## config.mk

```make
export PLATFORM = sky130hd
export DESIGN_NAME = if_fetch_stage_flat
export DESIGN_NICKNAME = d
export VERILOG_FILES = /design/src/rtl/if_fetch_stage_pkg.sv /design/src/rtl/if_fetch_stage_if.sv /design/src/rtl/if_fetch_stage_if_id_register.sv /design/src/rtl/if_fetch_stage.sv /design/src/flat_wrapper.sv
export SDC_FILE = /design/constraint.sdc
export NUM_CORES = 1
export LEC_CHECK = 0
export CORE_AREA = 2 2 103 115
export DETAILED_ROUTE_END_ITERATION = 16
export DIE_AREA = 0 0 105 117
export HOLD_SLACK_MARGIN = 0.05
export PLACE_DENSITY_LB_ADDON = 0.1
export SYNTH_ARGS = -nofsm -noshare
export SYNTH_HDL_FRONTEND = slang
export SYNTH_SLANG_ARGS = --single-unit
export TNS_END_PERCENT = 100
```

## constraint.sdc

```tcl
create_clock -name clk -period 3.81 [get_ports clk]
set_clock_uncertainty 0.05 [all_clocks]
set_input_delay 1.143 -clock clk [delete_from_list [all_inputs] [get_ports clk]]
set_output_delay 1.143 -clock clk [all_outputs]
set_load 0.02 [all_outputs]
```

## src/rtl/if_fetch_stage_pkg.sv

```systemverilog
// rtl/if_fetch_stage_pkg.sv - instruction field positions shared by the fetch stage
package if_fetch_stage_pkg;

  // Opcode and function-code bit positions within a 16-bit TSC instruction
  localparam int OPCODE_HI = 15;
  localparam int OPCODE_LO = 12;
  localparam int FUNC_HI   = 5;
  localparam int FUNC_LO   = 0;

  localparam int OPCODE_W  = OPCODE_HI - OPCODE_LO + 1;
  localparam int FUNC_W    = FUNC_HI - FUNC_LO + 1;
  localparam int COUNT_W   = 16;

endpackage

```

## src/rtl/if_fetch_stage_if.sv

```systemverilog
// rtl/if_fetch_stage_if.sv - fetch stage memory, hazard, redirect and IF/ID signal bundle
interface if_fetch_stage_if
  import if_fetch_stage_pkg::*;
#(
  parameter int WORD_W = 16
);

  logic [WORD_W-1:0]   i_addr;
  logic                i_read;
  logic [WORD_W-1:0]   i_data;
  logic                i_ready;
  logic                stall;
  logic                redirect_valid;
  logic [WORD_W-1:0]   redirect_pc;
  logic                halt;
  logic [WORD_W-1:0]   ifid_inst;
  logic [WORD_W-1:0]   ifid_pc_next;
  logic                ifid_valid;
  logic [OPCODE_W-1:0] opcode;
  logic [FUNC_W-1:0]   func_code;
  logic [COUNT_W-1:0]  fetch_count;

  // The fetch stage drives the memory request and the IF/ID outputs
  modport master (
    output i_addr, i_read, ifid_inst, ifid_pc_next, ifid_valid,
           opcode, func_code, fetch_count,
    input  i_data, i_ready, stall, redirect_valid, redirect_pc, halt
  );

  // Memory, hazard unit and decode side
  modport slave (
    input  i_addr, i_read, ifid_inst, ifid_pc_next, ifid_valid,
           opcode, func_code, fetch_count,
    output i_data, i_ready, stall, redirect_valid, redirect_pc, halt
  );

endinterface

```

## src/rtl/if_fetch_stage_if_id_register.sv

```systemverilog
// rtl/if_fetch_stage_if_id_register.sv - IF/ID pipeline register with load/hold/flush
module if_id_register #(
  parameter int WORD_W = 16
) (
  input  logic              clk,
  input  logic              reset,
  input  logic              flush_i,
  input  logic              load_i,
  input  logic              invalidate_i,
  input  logic [WORD_W-1:0] inst_i,
  input  logic [WORD_W-1:0] pc_next_i,
  output logic [WORD_W-1:0] inst_o,
  output logic [WORD_W-1:0] pc_next_o,
  output logic              valid_o
);

  logic [WORD_W-1:0] inst_q;
  logic [WORD_W-1:0] pc_next_q;
  logic              valid_q;

  // Flush inserts a zero bubble, load captures a new instruction, invalidate
  // only drops valid (halt), otherwise everything holds
  always_ff @(posedge clk or posedge reset) begin
    if (reset) begin
      inst_q    <= '0;
      pc_next_q <= '0;
      valid_q   <= 1'b0;
    end else if (flush_i) begin
      inst_q    <= '0;
      valid_q   <= 1'b0;
    end else if (load_i) begin
      inst_q    <= inst_i;
      pc_next_q <= pc_next_i;
      valid_q   <= 1'b1;
    end else if (invalidate_i) begin
      valid_q   <= 1'b0;
    end
  end

  assign inst_o    = inst_q;
  assign pc_next_o = pc_next_q;
  assign valid_o   = valid_q;

endmodule

```

## src/rtl/if_fetch_stage.sv

```systemverilog
// rtl/if_fetch_stage.sv - TSC instruction fetch stage: PC, request FSM, stall buffer
module if_fetch_stage
  import if_fetch_stage_pkg::*;
#(
  parameter int              WORD_W   = 16,
  parameter logic [WORD_W-1:0] RESET_PC = '0
) (
  input  logic            clk,
  input  logic            reset,
  if_fetch_stage_if.master bus
);

  localparam logic [1:0] ST_REQ  = 2'd0;
  localparam logic [1:0] ST_BUF  = 2'd1;
  localparam logic [1:0] ST_HALT = 2'd2;

  logic [1:0]         state_q, state_d;
  logic [WORD_W-1:0]  pc_q, pc_d;
  logic [WORD_W-1:0]  buf_inst_q, buf_inst_d;
  logic [WORD_W-1:0]  buf_pc_next_q, buf_pc_next_d;
  logic [COUNT_W-1:0] count_q, count_d;

  logic               ifid_flush;
  logic               ifid_load;
  logic               ifid_inval;
  logic [WORD_W-1:0]  ifid_inst_in;
  logic [WORD_W-1:0]  ifid_pc_next_in;
  logic [WORD_W-1:0]  pc_inc;

  assign pc_inc = pc_q + {{(WORD_W-1){1'b0}}, 1'b1};

  // Next-state selection; HALT is sticky, then redirect > halt > stall > normal
  always_comb begin
    state_d         = state_q;
    pc_d            = pc_q;
    buf_inst_d      = buf_inst_q;
    buf_pc_next_d   = buf_pc_next_q;
    count_d         = count_q;
    ifid_flush      = 1'b0;
    ifid_load       = 1'b0;
    ifid_inval      = 1'b0;
    ifid_inst_in    = bus.i_data;
    ifid_pc_next_in = pc_inc;
    if (state_q == ST_HALT) begin
      ifid_inval = 1'b1;
    end else if (bus.redirect_valid) begin
      pc_d       = bus.redirect_pc;
      ifid_flush = 1'b1;
      state_d    = ST_REQ;
    end else if (bus.halt) begin
      state_d    = ST_HALT;
      ifid_inval = 1'b1;
    end else if (bus.stall) begin
      if (state_q == ST_REQ && bus.i_ready) begin
        buf_inst_d    = bus.i_data;
        buf_pc_next_d = pc_inc;
        state_d       = ST_BUF;
      end
    end else if (state_q == ST_BUF) begin
      ifid_load       = 1'b1;
      ifid_inst_in    = buf_inst_q;
      ifid_pc_next_in = buf_pc_next_q;
      pc_d            = pc_inc;
      count_d         = count_q + 16'd1;
      state_d         = ST_REQ;
    end else if (bus.i_ready) begin
      ifid_load = 1'b1;
      pc_d      = pc_inc;
      count_d   = count_q + 16'd1;
    end else begin
      ifid_flush = 1'b1;
    end
  end

  // PC, FSM state, stall buffer and fetch counter
  always_ff @(posedge clk or posedge reset) begin
    if (reset) begin
      state_q       <= ST_REQ;
      pc_q          <= RESET_PC;
      buf_inst_q    <= '0;
      buf_pc_next_q <= '0;
      count_q       <= '0;
    end else begin
      state_q       <= state_d;
      pc_q          <= pc_d;
      buf_inst_q    <= buf_inst_d;
      buf_pc_next_q <= buf_pc_next_d;
      count_q       <= count_d;
    end
  end

  if_id_register #(.WORD_W(WORD_W)) u_if_id (
    .clk          (clk),
    .reset        (reset),
    .flush_i      (ifid_flush),
    .load_i       (ifid_load),
    .invalidate_i (ifid_inval),
    .inst_i       (ifid_inst_in),
    .pc_next_i    (ifid_pc_next_in),
    .inst_o       (bus.ifid_inst),
    .pc_next_o    (bus.ifid_pc_next),
    .valid_o      (bus.ifid_valid)
  );

  assign bus.i_addr      = pc_q;
  assign bus.i_read      = (state_q == ST_REQ);
  assign bus.opcode      = bus.ifid_inst[OPCODE_HI:OPCODE_LO];
  assign bus.func_code   = bus.ifid_inst[FUNC_HI:FUNC_LO];
  assign bus.fetch_count = count_q;

endmodule

```

## src/flat_wrapper.sv

```systemverilog
// flat-port wrapper written by rule: the top's interface ports become plain ports
module if_fetch_stage_flat import if_fetch_stage_pkg::*;
#(
  parameter int              WORD_W   = 16,
  parameter logic [WORD_W-1:0] RESET_PC = '0
)
  (clk, reset, bus_i_addr, bus_i_read, bus_ifid_inst, bus_ifid_pc_next, bus_ifid_valid, bus_opcode, bus_func_code, bus_fetch_count, bus_i_data, bus_i_ready, bus_stall, bus_redirect_valid, bus_redirect_pc, bus_halt);
  if_fetch_stage_if #(.WORD_W(WORD_W)) bus_i ();
  input  logic clk;
  input  logic reset;
  output wire logic [$bits(bus_i.i_addr)-1:0] bus_i_addr;
  output wire logic [$bits(bus_i.i_read)-1:0] bus_i_read;
  output wire logic [$bits(bus_i.ifid_inst)-1:0] bus_ifid_inst;
  output wire logic [$bits(bus_i.ifid_pc_next)-1:0] bus_ifid_pc_next;
  output wire logic [$bits(bus_i.ifid_valid)-1:0] bus_ifid_valid;
  output wire logic [$bits(bus_i.opcode)-1:0] bus_opcode;
  output wire logic [$bits(bus_i.func_code)-1:0] bus_func_code;
  output wire logic [$bits(bus_i.fetch_count)-1:0] bus_fetch_count;
  input wire logic [$bits(bus_i.i_data)-1:0] bus_i_data;
  input wire logic [$bits(bus_i.i_ready)-1:0] bus_i_ready;
  input wire logic [$bits(bus_i.stall)-1:0] bus_stall;
  input wire logic [$bits(bus_i.redirect_valid)-1:0] bus_redirect_valid;
  input wire logic [$bits(bus_i.redirect_pc)-1:0] bus_redirect_pc;
  input wire logic [$bits(bus_i.halt)-1:0] bus_halt;
  assign bus_i_addr = bus_i.i_addr;
  assign bus_i_read = bus_i.i_read;
  assign bus_ifid_inst = bus_i.ifid_inst;
  assign bus_ifid_pc_next = bus_i.ifid_pc_next;
  assign bus_ifid_valid = bus_i.ifid_valid;
  assign bus_opcode = bus_i.opcode;
  assign bus_func_code = bus_i.func_code;
  assign bus_fetch_count = bus_i.fetch_count;
  assign bus_i.i_data = bus_i_data;
  assign bus_i.i_ready = bus_i_ready;
  assign bus_i.stall = bus_stall;
  assign bus_i.redirect_valid = bus_redirect_valid;
  assign bus_i.redirect_pc = bus_redirect_pc;
  assign bus_i.halt = bus_halt;
  if_fetch_stage #(.WORD_W(WORD_W), .RESET_PC(RESET_PC)) u_core (.clk(clk), .reset(reset), .bus(bus_i));
endmodule
```

==> reports/metrics.yaml <==
fin_area_sq_um: 6400
crit_path_end_kind: "primary output"
cts_max_level: 3
crit_fanout: 14
via_per_inst: 5.350
cts_resized: 0
grt_pass1_wl_mm: 19.33
grt_util_met1_pct: 27.48
reg2regPathDepth: 4
drive_gt1_share_pct: 10.53
critPathRequiredTime_ns: 2.62
drt_iter0_drc: 207
irDropWorstVdd_v: 0.0002602
status: "completed"
start_util_pct: 43.61
wl_mm: 11.89
cts_buffer_depth: 2
dieArea_sq_um: 12290
yosys_warnings: 0
min_to: "u_core.bus.fetch_count[15]$_DFFE_PP0P_"
finalHoldViolCount: 0
cts_num_sinks: 99
cp_num_buf_inv: 1
crit_family: "buffers and inverters"
core.rowCount: 41
path_cells: "nor2_1, clkdlybuf4s50_1"
mostFrequentLayoutCells: "113 x clkdlybuf4s50_1, 99 x dfrtp_1, 58 x nand2_1"
synth-edff-count: 0
p_int_uw: 1823
slowest_delay_ns: 0.65
synth_area_sq_um: 4877
rsz0062_at_grt: "false"
cellPowerDensity_nw_per_um2: 364.6
synthArstFlopShare_pct: 100.0
cts_tree: "built"
seqPwrFrac_pct: 46.8
gr-usage-met2_pct: 31.95
fmax_mhz: 324.4
grt_overflow: 0
synth_area_leader_cell: "dfrtp_1"
critPathArrivalTime_ns: 1.89
ff2ff_setup_slack_ns: 1.57
avgSynthCellArea_sq_um: 10.33
nets: 605
hp-start: "u_core.bus.fetch_count[15]$_DFFE_PP0P_"
critical_path.startpoint_type: "register"
finalCritPeriodShare_pct: 80.90
p_leak_uw: 0.002666
switchingPower_uw: 510.3
wire_per_inst_um: 16.52
switching_share_pct: 21.87
place_area_sq_um: 6057
timing.rr.end: "u_core.u_if_id.pc_next_o[0]$_DFFE_PP0P_"
setup_tns_ns: 0
setup_viol: 0
drv_cap: 0
n_antenna_cell: 0
yosys.area.top_type_share_pct: 50.80
power_uw: 2334
post_cts_buffers: 0
die_w_um: 105
io_buffers: 113
reg2reg_from: "u_core.state_q[0]$_DFFE_PP0P_"
clkSlewWorstSetupHoldPaths_ns: 0.07
slew_headroom_pct: 59.09
area_growth_pct: 31.22
die-height_um: 117
grt_util_met3_pct: 3.544
synth_top_cells_by_area: "dfrtp_1 51%, mux2_2 4.6%, nand2_1 4.5%"
holdPathStages: 1
postCtsHoldBufs: 0
track_usage_pct: 19.99
grt_max_degree: 45
dpl.hpwl_mm: 8.180
p_clk_share_pct: 44.6
cts_inserted_buffers: 9
fin_crit_ns: 3.082
clock_latency_ns: 0.34
io_pins: 114
ys_seq_elements: 99
drc: 0
worst_slew_pin_slew_ns: 0.6137
ant_nets: 0
drtPass1Iterations: 5
netlist_instances: 472
p_comb_share_pct: 8.6
grt_pass1_vias: 3778
core_sq_um: 11180
ys_types: 47
antenna_found_initial: 0
num_vias: 3852
crit_type: "reg2out"
layout_commonest_cell: "clkdlybuf4s50_1"
syn_nets: 512
ys_seq_area_share_pct: 50.80
place_congestion: 0.8134
slew_violations: 0
critPathSlowestCell: "clkdlybuf4s50_1"
yosys_most_used_dff: "dfrtp_1"
grt-busiest-layer: "met2"
clock_tree.root_cell: "clkbuf_16"
hold_class: "reg2reg"
cells in the mapped netlist (14+ instances only):
cell type,instances
nor2_1,22
nor3_1,17
buf_2,15
mux2_2,20
mux2i_1,20
xnor2_1,18
o22ai_1,16
o31ai_1,14
o21ai_0,41
o211ai_1,15
dfrtp_1,99
nand2_1,58
kinds of logic (layout without fill, tap and decap cells):
| group | Yosys count | count (layout) | share of synthesized area, % |
|---|---|---|---|
| adders and majority gates | 2 | 2 | 0.5130 |
| buffers and inverters | 53 | 151 | 6.259 |
| and+or+nand+nor | 145 | 145 | 14.98 |
| AOI/OAI and AO/OA | 111 | 111 | 14.78 |
| xor gates and xnor gates | 22 | 22 | 3.951 |
| muxes | 40 | 40 | 8.722 |
| DFF | 99 | 99 | 50.80 |
registers in the layout (all words and copies together) (netlist names):
register,flops
u_core.buf_pc_next_q,16
u_core.bus.fetch_count,16
u_core.u_if_id.pc_next_o,16
u_core.bus.i_addr,16
u_core.u_if_id.valid_o,1
u_core.state_q,2
u_core.u_if_id.inst_o,16
u_core.buf_inst_q,16
metrics by stage:
stage                     worst slack [ns]  std cells  hold WS (ns)  utilization [%]
after CTS                           0.7130        720        0.4344            57.23
final                               0.7277        720        0.4287            57.23
after floorplan                    0.02657        472        0.4005                -
after global routing                0.6721        720        0.4544            57.23
after detailed placement            0.5189        704        0.4223            54.16
after global placement              0.6221        704        0.4113            54.16
worst max-delay path by stage:
stage                                                  endpoint  slack (ns)                           from  depth (start not counted)
after floorplan                u_core.buf_inst_q[0]$_DFFE_PP0P_        0.03                          reset                          1
after global placement    u_core.u_if_id.inst_o[12]$_DFFE_PP0P_        0.62             bus_redirect_valid                          7
after detailed placement  u_core.u_if_id.inst_o[10]$_DFFE_PP0P_        0.52             bus_redirect_valid                          7
after CTS                                            bus_i_read        0.71  u_core.state_q[0]$_DFFE_PP0P_                          2
after global routing                                 bus_i_read        0.67  u_core.state_q[0]$_DFFE_PP0P_                          2
final                                                bus_i_read        0.73  u_core.state_q[0]$_DFFE_PP0P_                          2
per-layer routing:
| layer | up-vias | part of all wire (%) |
|---|---|---|
| li1 | 1865 | - |
| met1 | 1863 | 47 |
| met2 | 112 | 47 |
| met3 | 12 | 4.8 |
| met4 | 0 | 1.5 |
| met5 | - | 0 |
power groups by stage:
stage	Clock (uW)	Sequential (uW)	Combinational (uW)
4_1_cts	1060	1090	204
3_3_place_gp	0	1110	202
3_5_place_dp	0	1110	203
2_1_floorplan	0	1120	81.7
5_1_grt	1110	1090	220
6_report	1040	1090	201
worst reg2reg max path: cells and delay by family, from the launching register on:
kind	cells	cell delay, ns
AOI/OAI and AO/OA	1	0.21
and+or+nand+nor	3	1.17
DFF	1	0.72
layout make-up:
class	count	area, sq um
clock buffer	11	242.7
clock inverter	5	100.1
fill	1008	4783
inverter	10	40.04
multi-input combinational	320	2106
sequential	99	2477
tap	150	187.7
timing repair buffer	125	1246
(Power assumes the default switching activity.)
